## src/rtl/fifo_wr_sched_pkg.sv

```systemverilog
// Shared types and width helpers for the FIFO write-port burst scheduler.
package fifo_wr_sched_pkg;

  typedef enum logic {
    ST_IDLE  = 1'b0,
    ST_BURST = 1'b1
  } state_e;

  function automatic int clog2(input int v);
    int r;
    r = 0;
    for (int i = 0; i < 31; i++) begin
      if ((1 << i) < v) r = i + 1;
    end
    return r;
  endfunction

  // Source tag is never narrower than one bit, even for a single requester.
  function automatic int id_width(input int n_req);
    return (clog2(n_req) < 1) ? 1 : clog2(n_req);
  endfunction

  localparam int ID_W = id_width(4);

endpackage

```

## src/rtl/fifo_wr_sched_if.sv

```systemverilog
// Requester bundle plus FIFO write-side port shared by the scheduler and its neighbours.
interface fifo_wr_sched_if
  import fifo_wr_sched_pkg::*;
#(
  parameter int N_REQ      = 4,
  parameter int DAT_WIDTH  = 32,
  parameter int ADDR_WIDTH = 8
);
  localparam int TAG_W = id_width(N_REQ);

  logic [N_REQ-1:0]           req_valid;
  logic [N_REQ-1:0]           req_last;
  logic [N_REQ*DAT_WIDTH-1:0] req_dat;
  logic [N_REQ-1:0]           req_ready;
  logic                       fifo_wr_req;
  logic [TAG_W+DAT_WIDTH-1:0] fifo_wr_dat;
  logic                       fifo_wr_full;
  logic [ADDR_WIDTH:0]        fifo_wr_used;

  modport master (
    input  req_valid, req_last, req_dat, fifo_wr_full, fifo_wr_used,
    output req_ready, fifo_wr_req, fifo_wr_dat
  );

  modport slave (
    output req_valid, req_last, req_dat, fifo_wr_full, fifo_wr_used,
    input  req_ready, fifo_wr_req, fifo_wr_dat
  );

endinterface

```

## src/rtl/fifo_wr_sched_rr_pick.sv

```systemverilog
// Combinational rotating-priority picker: first valid requester after last_id.
module rr_pick
  import fifo_wr_sched_pkg::*;
#(
  parameter int N_REQ = 4,
  parameter int ID_W  = id_width(N_REQ)
) (
  input  logic [N_REQ-1:0] req_valid,
  input  logic [ID_W-1:0]  last_id,
  output logic             found,
  output logic [ID_W-1:0]  id
);

  logic [ID_W-1:0] cand [N_REQ];

  // cand[k] is the requester k+1 places after the previous grantee.
  for (genvar gi = 0; gi < N_REQ; gi++) begin : g_cand
    assign cand[gi] = ID_W'((int'(last_id) + 1 + gi) % N_REQ);
  end

  always_comb begin
    found = 1'b0;
    id    = '0;
    for (int k = N_REQ - 1; k >= 0; k--) begin
      if (req_valid[cand[k]]) begin
        found = 1'b1;
        id    = cand[k];
      end
    end
  end

endmodule

```

## src/rtl/fifo_wr_sched.sv

```systemverilog
// Burst-level round-robin scheduler sharing one FIFO write port among N_REQ producers.
module fifo_wr_sched
  import fifo_wr_sched_pkg::*;
#(
  parameter  int N_REQ      = 4,
  parameter  int DAT_WIDTH  = 32,
  parameter  int ADDR_WIDTH = 8,
  parameter  int MAX_BURST  = 16,
  localparam int TAG_W      = id_width(N_REQ)
) (
  input  logic                  wr_clk,
  input  logic                  wr_sclr,
  fifo_wr_sched_if.master       bus,
  output logic                  busy,
  output logic [TAG_W-1:0]      grant_id,
  output logic [N_REQ-1:0]      burst_err
);

  localparam int DEPTH = 1 << ADDR_WIDTH;
  localparam int BC_W  = clog2(MAX_BURST + 1);
  localparam logic [ADDR_WIDTH+1:0] ADMIT_MAX = (ADDR_WIDTH + 2)'(DEPTH - MAX_BURST);
  localparam logic [BC_W-1:0]       BEAT_MAX  = BC_W'(MAX_BURST);

  state_e             state_q, state_d;
  logic [TAG_W-1:0]   grant_id_q, grant_id_d;
  logic [TAG_W-1:0]   last_id_q, last_id_d;
  logic [BC_W-1:0]    beat_cnt_q, beat_cnt_d;
  logic               wr_d1_q, wr_d1_d;
  logic [N_REQ-1:0]   burst_err_q, burst_err_d;

  logic               pick_found;
  logic [TAG_W-1:0]   pick_id;
  logic [ADDR_WIDTH+1:0] used_sum;
  logic               admit;
  logic [BC_W-1:0]    beat_inc;
  logic [DAT_WIDTH-1:0] req_word [N_REQ];

  for (genvar gi = 0; gi < N_REQ; gi++) begin : g_word
    assign req_word[gi] = bus.req_dat[gi*DAT_WIDTH +: DAT_WIDTH];
  end

  rr_pick #(
    .N_REQ (N_REQ),
    .ID_W  (TAG_W)
  ) u_pick (
    .req_valid (bus.req_valid),
    .last_id   (last_id_q),
    .found     (pick_found),
    .id        (pick_id)
  );

  // wr_d1 accounts for our own write that fifo_wr_used has not yet reflected.
  assign used_sum = {1'b0, bus.fifo_wr_used} + {{(ADDR_WIDTH + 1){1'b0}}, wr_d1_q};
  assign admit    = (used_sum <= ADMIT_MAX);
  assign beat_inc = beat_cnt_q + 1'b1;

  always_comb begin
    state_d         = state_q;
    grant_id_d      = grant_id_q;
    last_id_d       = last_id_q;
    beat_cnt_d      = beat_cnt_q;
    burst_err_d     = burst_err_q;
    bus.req_ready   = '0;
    bus.fifo_wr_req = 1'b0;
    bus.fifo_wr_dat = '0;

    case (state_q)
      ST_IDLE: begin
        if (pick_found && admit) begin
          state_d    = ST_BURST;
          grant_id_d = pick_id;
          last_id_d  = pick_id;
          beat_cnt_d = '0;
        end
      end
      ST_BURST: begin
        bus.req_ready[grant_id_q] = !bus.fifo_wr_full;
        bus.fifo_wr_dat           = {grant_id_q, req_word[grant_id_q]};
        if (bus.req_valid[grant_id_q] && !bus.fifo_wr_full) begin
          bus.fifo_wr_req = 1'b1;
          beat_cnt_d      = beat_inc;
          if (bus.req_last[grant_id_q]) begin
            state_d = ST_IDLE;
          end else if (beat_inc == BEAT_MAX) begin
            state_d                  = ST_IDLE;
            burst_err_d[grant_id_q]  = 1'b1;
          end
        end
      end
      default: state_d = ST_IDLE;
    endcase

    wr_d1_d = bus.fifo_wr_req;
  end

  always_ff @(posedge wr_clk) begin
    if (wr_sclr) begin
      state_q     <= ST_IDLE;
      grant_id_q  <= '0;
      last_id_q   <= TAG_W'(N_REQ - 1);
      beat_cnt_q  <= '0;
      wr_d1_q     <= 1'b0;
      burst_err_q <= '0;
    end else begin
      state_q     <= state_d;
      grant_id_q  <= grant_id_d;
      last_id_q   <= last_id_d;
      beat_cnt_q  <= beat_cnt_d;
      wr_d1_q     <= wr_d1_d;
      burst_err_q <= burst_err_d;
    end
  end

  assign busy      = (state_q == ST_BURST);
  assign grant_id  = grant_id_q;
  assign burst_err = burst_err_q;

endmodule

```

## src/flat_wrapper.sv

```systemverilog
// flat-port wrapper written by rule: the top's interface ports become plain ports
module fifo_wr_sched_flat import fifo_wr_sched_pkg::*;
#(
  parameter  int N_REQ      = 4,
  parameter  int DAT_WIDTH  = 32,
  parameter  int ADDR_WIDTH = 8,
  parameter  int MAX_BURST  = 16,
  localparam int TAG_W      = id_width(N_REQ)
)
  (wr_clk, wr_sclr, busy, grant_id, burst_err, bus_req_valid, bus_req_last, bus_req_dat, bus_fifo_wr_full, bus_fifo_wr_used, bus_req_ready, bus_fifo_wr_req, bus_fifo_wr_dat);
  fifo_wr_sched_if #(.N_REQ(N_REQ), .DAT_WIDTH(DAT_WIDTH), .ADDR_WIDTH(ADDR_WIDTH)) bus_i ();
  input  logic wr_clk;
  input  logic wr_sclr;
  output logic busy;
  output logic [TAG_W-1:0] grant_id;
  output logic [N_REQ-1:0] burst_err;
  input wire logic [$bits(bus_i.req_valid)-1:0] bus_req_valid;
  input wire logic [$bits(bus_i.req_last)-1:0] bus_req_last;
  input wire logic [$bits(bus_i.req_dat)-1:0] bus_req_dat;
  input wire logic [$bits(bus_i.fifo_wr_full)-1:0] bus_fifo_wr_full;
  input wire logic [$bits(bus_i.fifo_wr_used)-1:0] bus_fifo_wr_used;
  output wire logic [$bits(bus_i.req_ready)-1:0] bus_req_ready;
  output wire logic [$bits(bus_i.fifo_wr_req)-1:0] bus_fifo_wr_req;
  output wire logic [$bits(bus_i.fifo_wr_dat)-1:0] bus_fifo_wr_dat;
  assign bus_i.req_valid = bus_req_valid;
  assign bus_i.req_last = bus_req_last;
  assign bus_i.req_dat = bus_req_dat;
  assign bus_i.fifo_wr_full = bus_fifo_wr_full;
  assign bus_i.fifo_wr_used = bus_fifo_wr_used;
  assign bus_req_ready = bus_i.req_ready;
  assign bus_fifo_wr_req = bus_i.fifo_wr_req;
  assign bus_fifo_wr_dat = bus_i.fifo_wr_dat;
  fifo_wr_sched #(.N_REQ(N_REQ), .DAT_WIDTH(DAT_WIDTH), .ADDR_WIDTH(ADDR_WIDTH), .MAX_BURST(MAX_BURST)) u_core (.wr_clk(wr_clk), .wr_sclr(wr_sclr), .bus(bus_i), .busy(busy), .grant_id(grant_id), .burst_err(burst_err));
endmodule
```

## config.mk

```make
export PLATFORM = sky130hd
export DESIGN_NAME = fifo_wr_sched_flat
export DESIGN_NICKNAME = d
export VERILOG_FILES = /design/src/rtl/fifo_wr_sched_pkg.sv /design/src/rtl/fifo_wr_sched_if.sv /design/src/rtl/fifo_wr_sched_rr_pick.sv /design/src/rtl/fifo_wr_sched.sv /design/src/flat_wrapper.sv
export SDC_FILE = /design/constraint.sdc
export NUM_CORES = 1
export LEC_CHECK = 0
export CORE_ASPECT_RATIO = 0.5
export CORE_MARGIN = 5
export CORE_UTILIZATION = 33
export DETAILED_ROUTE_END_ITERATION = 7
export HOLD_SLACK_MARGIN = 0.12
export PLACE_DENSITY_LB_ADDON = 0.2
export SLEW_MARGIN = 15
export SYNTH_ARGS = -nofsm -noshare
export SYNTH_HDL_FRONTEND = slang
export SYNTH_SLANG_ARGS = --single-unit
```

## constraint.sdc

```tcl
create_clock -name wr_clk -period 3.95 [get_ports wr_clk]
set_input_delay 0.9875 -clock wr_clk [delete_from_list [all_inputs] [get_ports wr_clk]]
set_output_delay 0.9875 -clock wr_clk [all_outputs]
set_load 0.01 [all_outputs]
```

Word level (Yosys, flattened, before mapping)
Cells that the tools add are included.
{ "word_totals": {"reg_bits": 15, "inputBits": 148, "out_inout_bits": 46, "wordCells": 72} }
{ "classes": {"eq_ne": 3, "n_addsub": 6, "n_bitwise": 5, "order_cmp": 8, "n_reduce_logical": 7, "muxes": 37} }
{ "op_table": {"columns": ["operator", "count"], "rows": [
  ["32-bit binary-select mux with 2-bit select", 1],
  ["32-bit 2-to-1 mux", 2],
  ["34-bit 2-to-1 mux", 1],
  ["1-bit 2-to-1 mux", 17],
  ["2-bit by 3-bit less-than comparator with 1-bit output, second input constant", 5],
  ["1-bit binary-select mux with 2-bit select", 6],
  ["9-bit by 1-bit adder with 10-bit output", 1],
  ["10-bit by 8-bit <= comparator with 1-bit output, second input constant", 1],
  ["5-bit 2-to-1 mux", 2],
  ["5-bit case mux with 2 select lines", 1],
  ["2-bit 2-to-1 mux", 4],
  ["2-bit adder, second input constant", 3],
  ["5-bit by 1-bit adder with 5-bit output, second input constant", 1],
  ["5-bit equality test, second input constant", 1],
  ["4-bit bitwise AND", 1],
  ["4-bit 2-to-1 mux", 1],
  ["4-bit bitwise OR", 1],
  ["2-bit AND reduction", 2],
  ["4-bit AND reduction", 1],
  ["3-bit greater-or-equal comparator, second input constant", 1],
  ["1-bit logical AND", 3],
  ["2-bit NOT with 3-bit output", 1],
  ["2-bit by 1-bit adder with 2-bit output, second input constant", 1],
  ["1-bit demux with 2-bit select", 1],
  ["6 further kinds", 7]
]} }

Depth between registers and ports, before layout
Gate-level depths: netlist (run 1).
{ "depth": {"depth_word": 11, "mapped_depth": 7, "depth_no_buf": 7} }

Cells and area by module
From an unflattened synthesis (run 1), not the netlist that was laid out.
{ "hier_totals": {"hier_cells": 191, "hier_area_um2": 1948.1} }
{ "by_module_without_submodules": {"columns": ["mod", "n_inst", "cells_each", "area_per_inst_um2", "seq_area_each_um2"], "rows": [
  ["fifo_wr_sched", 1, 177, 1856.8, 300.3],
  ["rr_pick", 1, 14, 91.3, 0.0]
]} }

Worst setup path before layout (run 1)
No wires, ideal clock.
{ "synth_path": {"kind": "input -> register", "start": "input port bus_fifo_wr_used[0]", "end": "register u_core.grant_id_q[0] (netlist: u_core.grant_id[0])", "path_buffers": 0, "arrival_time_ns": 2.703, "path_stages": 7, "setup_time_ns": 0.086, "t_required_ns": 3.864, "setup_slack_ns": 1.162, "path_cell_list": "ha_1 ha_1 or4_1 o311ai_1 and4b_2 a21oi_1 a211oi_1"} }
{ "synth_via": {"elab_chain_len": 4} }
{ "synth_rtl": {"columns": ["item", "line", "source"], "rows": [
  ["start: declaration", "flat_wrapper.sv:21", "input wire logic [$bits(bus_i.fifo_wr_used)-1:0] bus_fifo_wr_used;"],
  ["9-bit by 1-bit adder with 10-bit output", "fifo_wr_sched.sv:53", "assign used_sum = {1'b0, bus.fifo_wr_used} + {{(ADDR_WIDTH + 1){1'b0}}, wr_d1_q};"],
  ["10-bit by 8-bit <= comparator with 1-bit output", "fifo_wr_sched.sv:54", "assign admit = (used_sum <= ADMIT_MAX);"],
  ["1-bit logical AND", "fifo_wr_sched.sv:69", "if (pick_found && admit) begin"],
  ["2-bit AND reduction (no line)", null, null],
  ["end signal: assignment", "fifo_wr_sched.sv:106", "grant_id_q <= grant_id_d;"],
  ["end: declaration", "fifo_wr_sched.sv:25", "logic [TAG_W-1:0] grant_id_q, grant_id_d;"]
]} }
Every way passes these cells.
A chain may end at the register's enable or synchronous reset.

Final worst setup path (run 1)
{ "layout_path": {"start": "input port bus_req_valid[1]", "end": "output port bus_fifo_wr_req"} }
{ "layout_via": {"elab_chain_len": 5} }
{ "layout_rtl": {"columns": ["item", "line", "source"], "rows": [
  ["start: declaration", "flat_wrapper.sv:17", "input wire logic [$bits(bus_i.req_valid)-1:0] bus_req_valid;"],
  ["1-bit binary-select mux with 2-bit select", "fifo_wr_sched.sv:79", "if (bus.req_valid[grant_id_q] && !bus.fifo_wr_full) begin"],
  ["1-bit 2-to-1 mux (implied by the code)", "fifo_wr_sched.sv:79", null],
  ["1-bit logical AND", "fifo_wr_sched.sv:79", null],
  ["1-bit 2-to-1 mux", "fifo_wr_sched.sv:79", null],
  ["1-bit 2-to-1 mux", "fifo_wr_sched.sv:67", "case (state_q)"],
  ["end: declaration", "flat_wrapper.sv:23", "output wire logic [$bits(bus_i.fifo_wr_req)-1:0] bus_fifo_wr_req;"]
]} }
Every way passes these cells. The select of a mux whose other input is x is not followed.

==> results of run 1 <==
[how the worst max path moves through the flow]
stage                                    from                  to  slack [ps]
after floorplan           bus_fifo_wr_used[0]  u_core.grant_id[0]        1160
after global placement       bus_req_valid[3]     bus_fifo_wr_req         300
after detailed placement     bus_req_valid[3]     bus_fifo_wr_req         290
after CTS                    bus_req_valid[3]     bus_fifo_wr_req         280
after global routing         bus_req_valid[3]     bus_fifo_wr_req         200
final                        bus_req_valid[1]     bus_fifo_wr_req         270
[kinds of logic (layout without fill, tap and decap cells)]
family,Yosys count,count (layout)
buffers and inverters,24,212
muxes,37,37
AOI/OAI and AO/OA,35,35
DFF,15,15
and+or+nand+nor,84,84
adders and majority gates,3,3
[flip-flops by register name, summed over array words and instances, names as in the netlist]
register / flops
u_core.beat_cnt_q: 5
u_core.burst_err: 4
u_core.busy: 1
u_core.grant_id: 2
u_core.last_id_q: 2
u_core.wr_d1_q: 1
[critical path, stage by stage]
cell             delay [ps]
clkdlybuf4s50_1         490
mux4_2                  520
nand2_2                 130
inv_1                    80
clkdlybuf4s50_1         480
[metal layers]
layer / vias up / wire length [um] / GRT usage [%]
met5: - / 0 / 0
met3: 16 / 504 / 4.08
met1: 1159 / 3620 / 27.5
met2: 97 / 4800 / 41.5
met4: 0 / 155 / 5.92
li1: 1144 / - / -
[cell type report]
cell class | count | area [sq um] | share of cell area, %
Timing Repair Buffer | 197 | 1970 | 48.8
Multi-Input combinational cell | 159 | 1560 | 38.5
Sequential cell | 15 | 302 | 7.46
Tap cell | 73 | 91.3 | 2.26
Clock buffer | 4 | 78.8 | 1.95
Inverter | 11 | 41.3 | 1.02
[power by group]
part / switching, W / internal (W)
sequential: 0.0000147 / 0.000158
clock: 0.0000582 / 0.000136
combinational: 0.000136 / 0.000291
total: 0.000209 / 0.000585
[metrics by stage]
stage / hold WS (ps) / util, % / cells
floorplan: 461 / - / 198
global placement: 453 / 70.7 / 455
detailed placement: 455 / 70.7 / 455
CTS: 467 / 72.1 / 459
global route: 506 / 72.1 / 459
finish: 464 / 72.1 / 459
[cell usage in the layout, fill, tap and decap left out, types with 2 or more instances in the layout]
cell	count
clkdlybuf4s50_1	193
and2_1	35
mux4_2	34
dfxtp_1	14
nand2_1	12
nor2_1	12
inv_1	11
a21oi_1	8
o21ai_0	6
a31oi_1	6
nand2b_1	5
nor3_1	4
o32ai_1	3
mux2i_1	3
a211oi_1	3
ha_1	3
clkbuf_16	3
buf_4	3
nor2b_1	2
and3_1	2
nor4_1	2
a21o_1	2
==> flow_summary.toml, run 1 <==
[outcome]
status = "complete, no violations"

[routing]
drtPass1Iterations = 4
drc = 0
vias = 2416
detail_route.vias_per_cell = 5.26
ant_nets = 0
totalWireLength_um = 9080
wl_per_cell_um = 19.8
drtIter0Drc = 118

[setup_path]
critPathKind = "in2out"
crit_fanout = 5
worstPathRequired_ps = 2960
reg2reg_from = "u_core.wr_d1_q"
rr_worst_depth = 7
worst_r2r_endpoint = "u_core.beat_cnt_q[4]"
cp_data_arrival_time_ps = 2690
crit_path_end_kind = "primary output"
start_kind = "input port"
rrSetupSlack_ps = 1710

[synth]
synth_edf_count = 0
synth_ff_type = "dfxtp_1"
synth_mux_area_share_pct = 40.6
synth-xor-area-share_pct = 0
synth_cell_types = 41
synth_top_family_by_area = "multiplexers"
synth_cells = 198
synthTopCellsByArea = "mux4_2 39%, dfxtp_1 15%, and2_1 11%, nand2_1 2.3%, nor2_1 2.3%"
netlist_area_sq_um = 1960
synthAdderAreaFrac_pct = 1.91
synth_fp_nets = 349
synth_compound_area_share_pct = 12.0
avgSynthCellArea_sq_um = 9.91
yosysMostFrequentCell = "and2_1"
ys_seq_area_share_pct = 15.3
post-synth-top-area-cell = "mux4_2"
synth_common_cells = "35 x and2_1, 34 x mux4_2, 15 x dfxtp_1, 12 x nand2_1, 12 x nor2_1"
synthArstFlopShare_pct = 0
yosys_register_bits = 15
synth_top_area_share_pct = 39.0
yosys.area_share.simple_pct = 24.8
yosys_warnings = 0

[grt]
grt_usage_pct = 22.5
grt_pass1_wl_um = 13900
grt-ovfl-total = 0
antenna_found_initial = 0
grt_max_degree = 40
grt_pass1_vias = 2416

[floorplanning]
initial_utilization_pct = 35.0
die-width_um = 119
die-area_sq_um = 7680
die_y_um = 64.5
num_rows = 19
coreArea_sq_um = 5610
ios = 194

[sta]
fmax_mhz = 272
min_period_ps = 3680
slew_violations = 0
maxSlewHeadroom_pct = 64.1
setup_tns_ps = 0
worst_pin_slew_ps = 537
skew_ps = 4.50
rsz0062_at_grt = "false"
layout_setup_ws_ps = 271
setup_viol = 0
finalCritPeriodShare_pct = 93.2
hold_violations = 0

[cells_and_area]
drive_gt1_share_pct = 12.7
syn_to_final_growth_pct = 106
final_nets = 538
diodes = 0
finalInstanceArea_sq_um = 4040
fillers = 424

[placed_design]
post-place-ws_ps = 291
hpwl_um = 7750
place_area_sq_um = 3960
place.gp.congestion = 0.800
io_buffers = 193

[hold_path]
hp-start = "u_core.burst_err[1]"
holdPathStages = 2
hold_class = "reg2reg"
holdPathEnd = "u_core.burst_err[1]"

[cts]
clk_pin_slew_worst_paths_ps = 40
root_buffer = "clkbuf_16"
clock_path_buffers = 2
clock_latency_ps = 240
postCtsSetupBuffers = 0
hold_buffers = 0
cts.sinks = 15
cts_tree = "built"
htree_levels = 1
cts.repair.resized = 0
cts-buffers-inserted = 3

[flow_run]
drv_cap = 0

[pwr]
power_w = 0.000794
p_leak_nw = 1.43
powerDensity_nw_per_um2 = 196
vdd_drop_max_mv = 0.301
No activity file was read; power rests on OpenSTA's default activity.
==> run 2, diff against run 1 <==
SLEW_MARGIN = 20   (was 15)
==> results of run 2 <==
Final layout, timing and power as in run 1 (identical DEF).
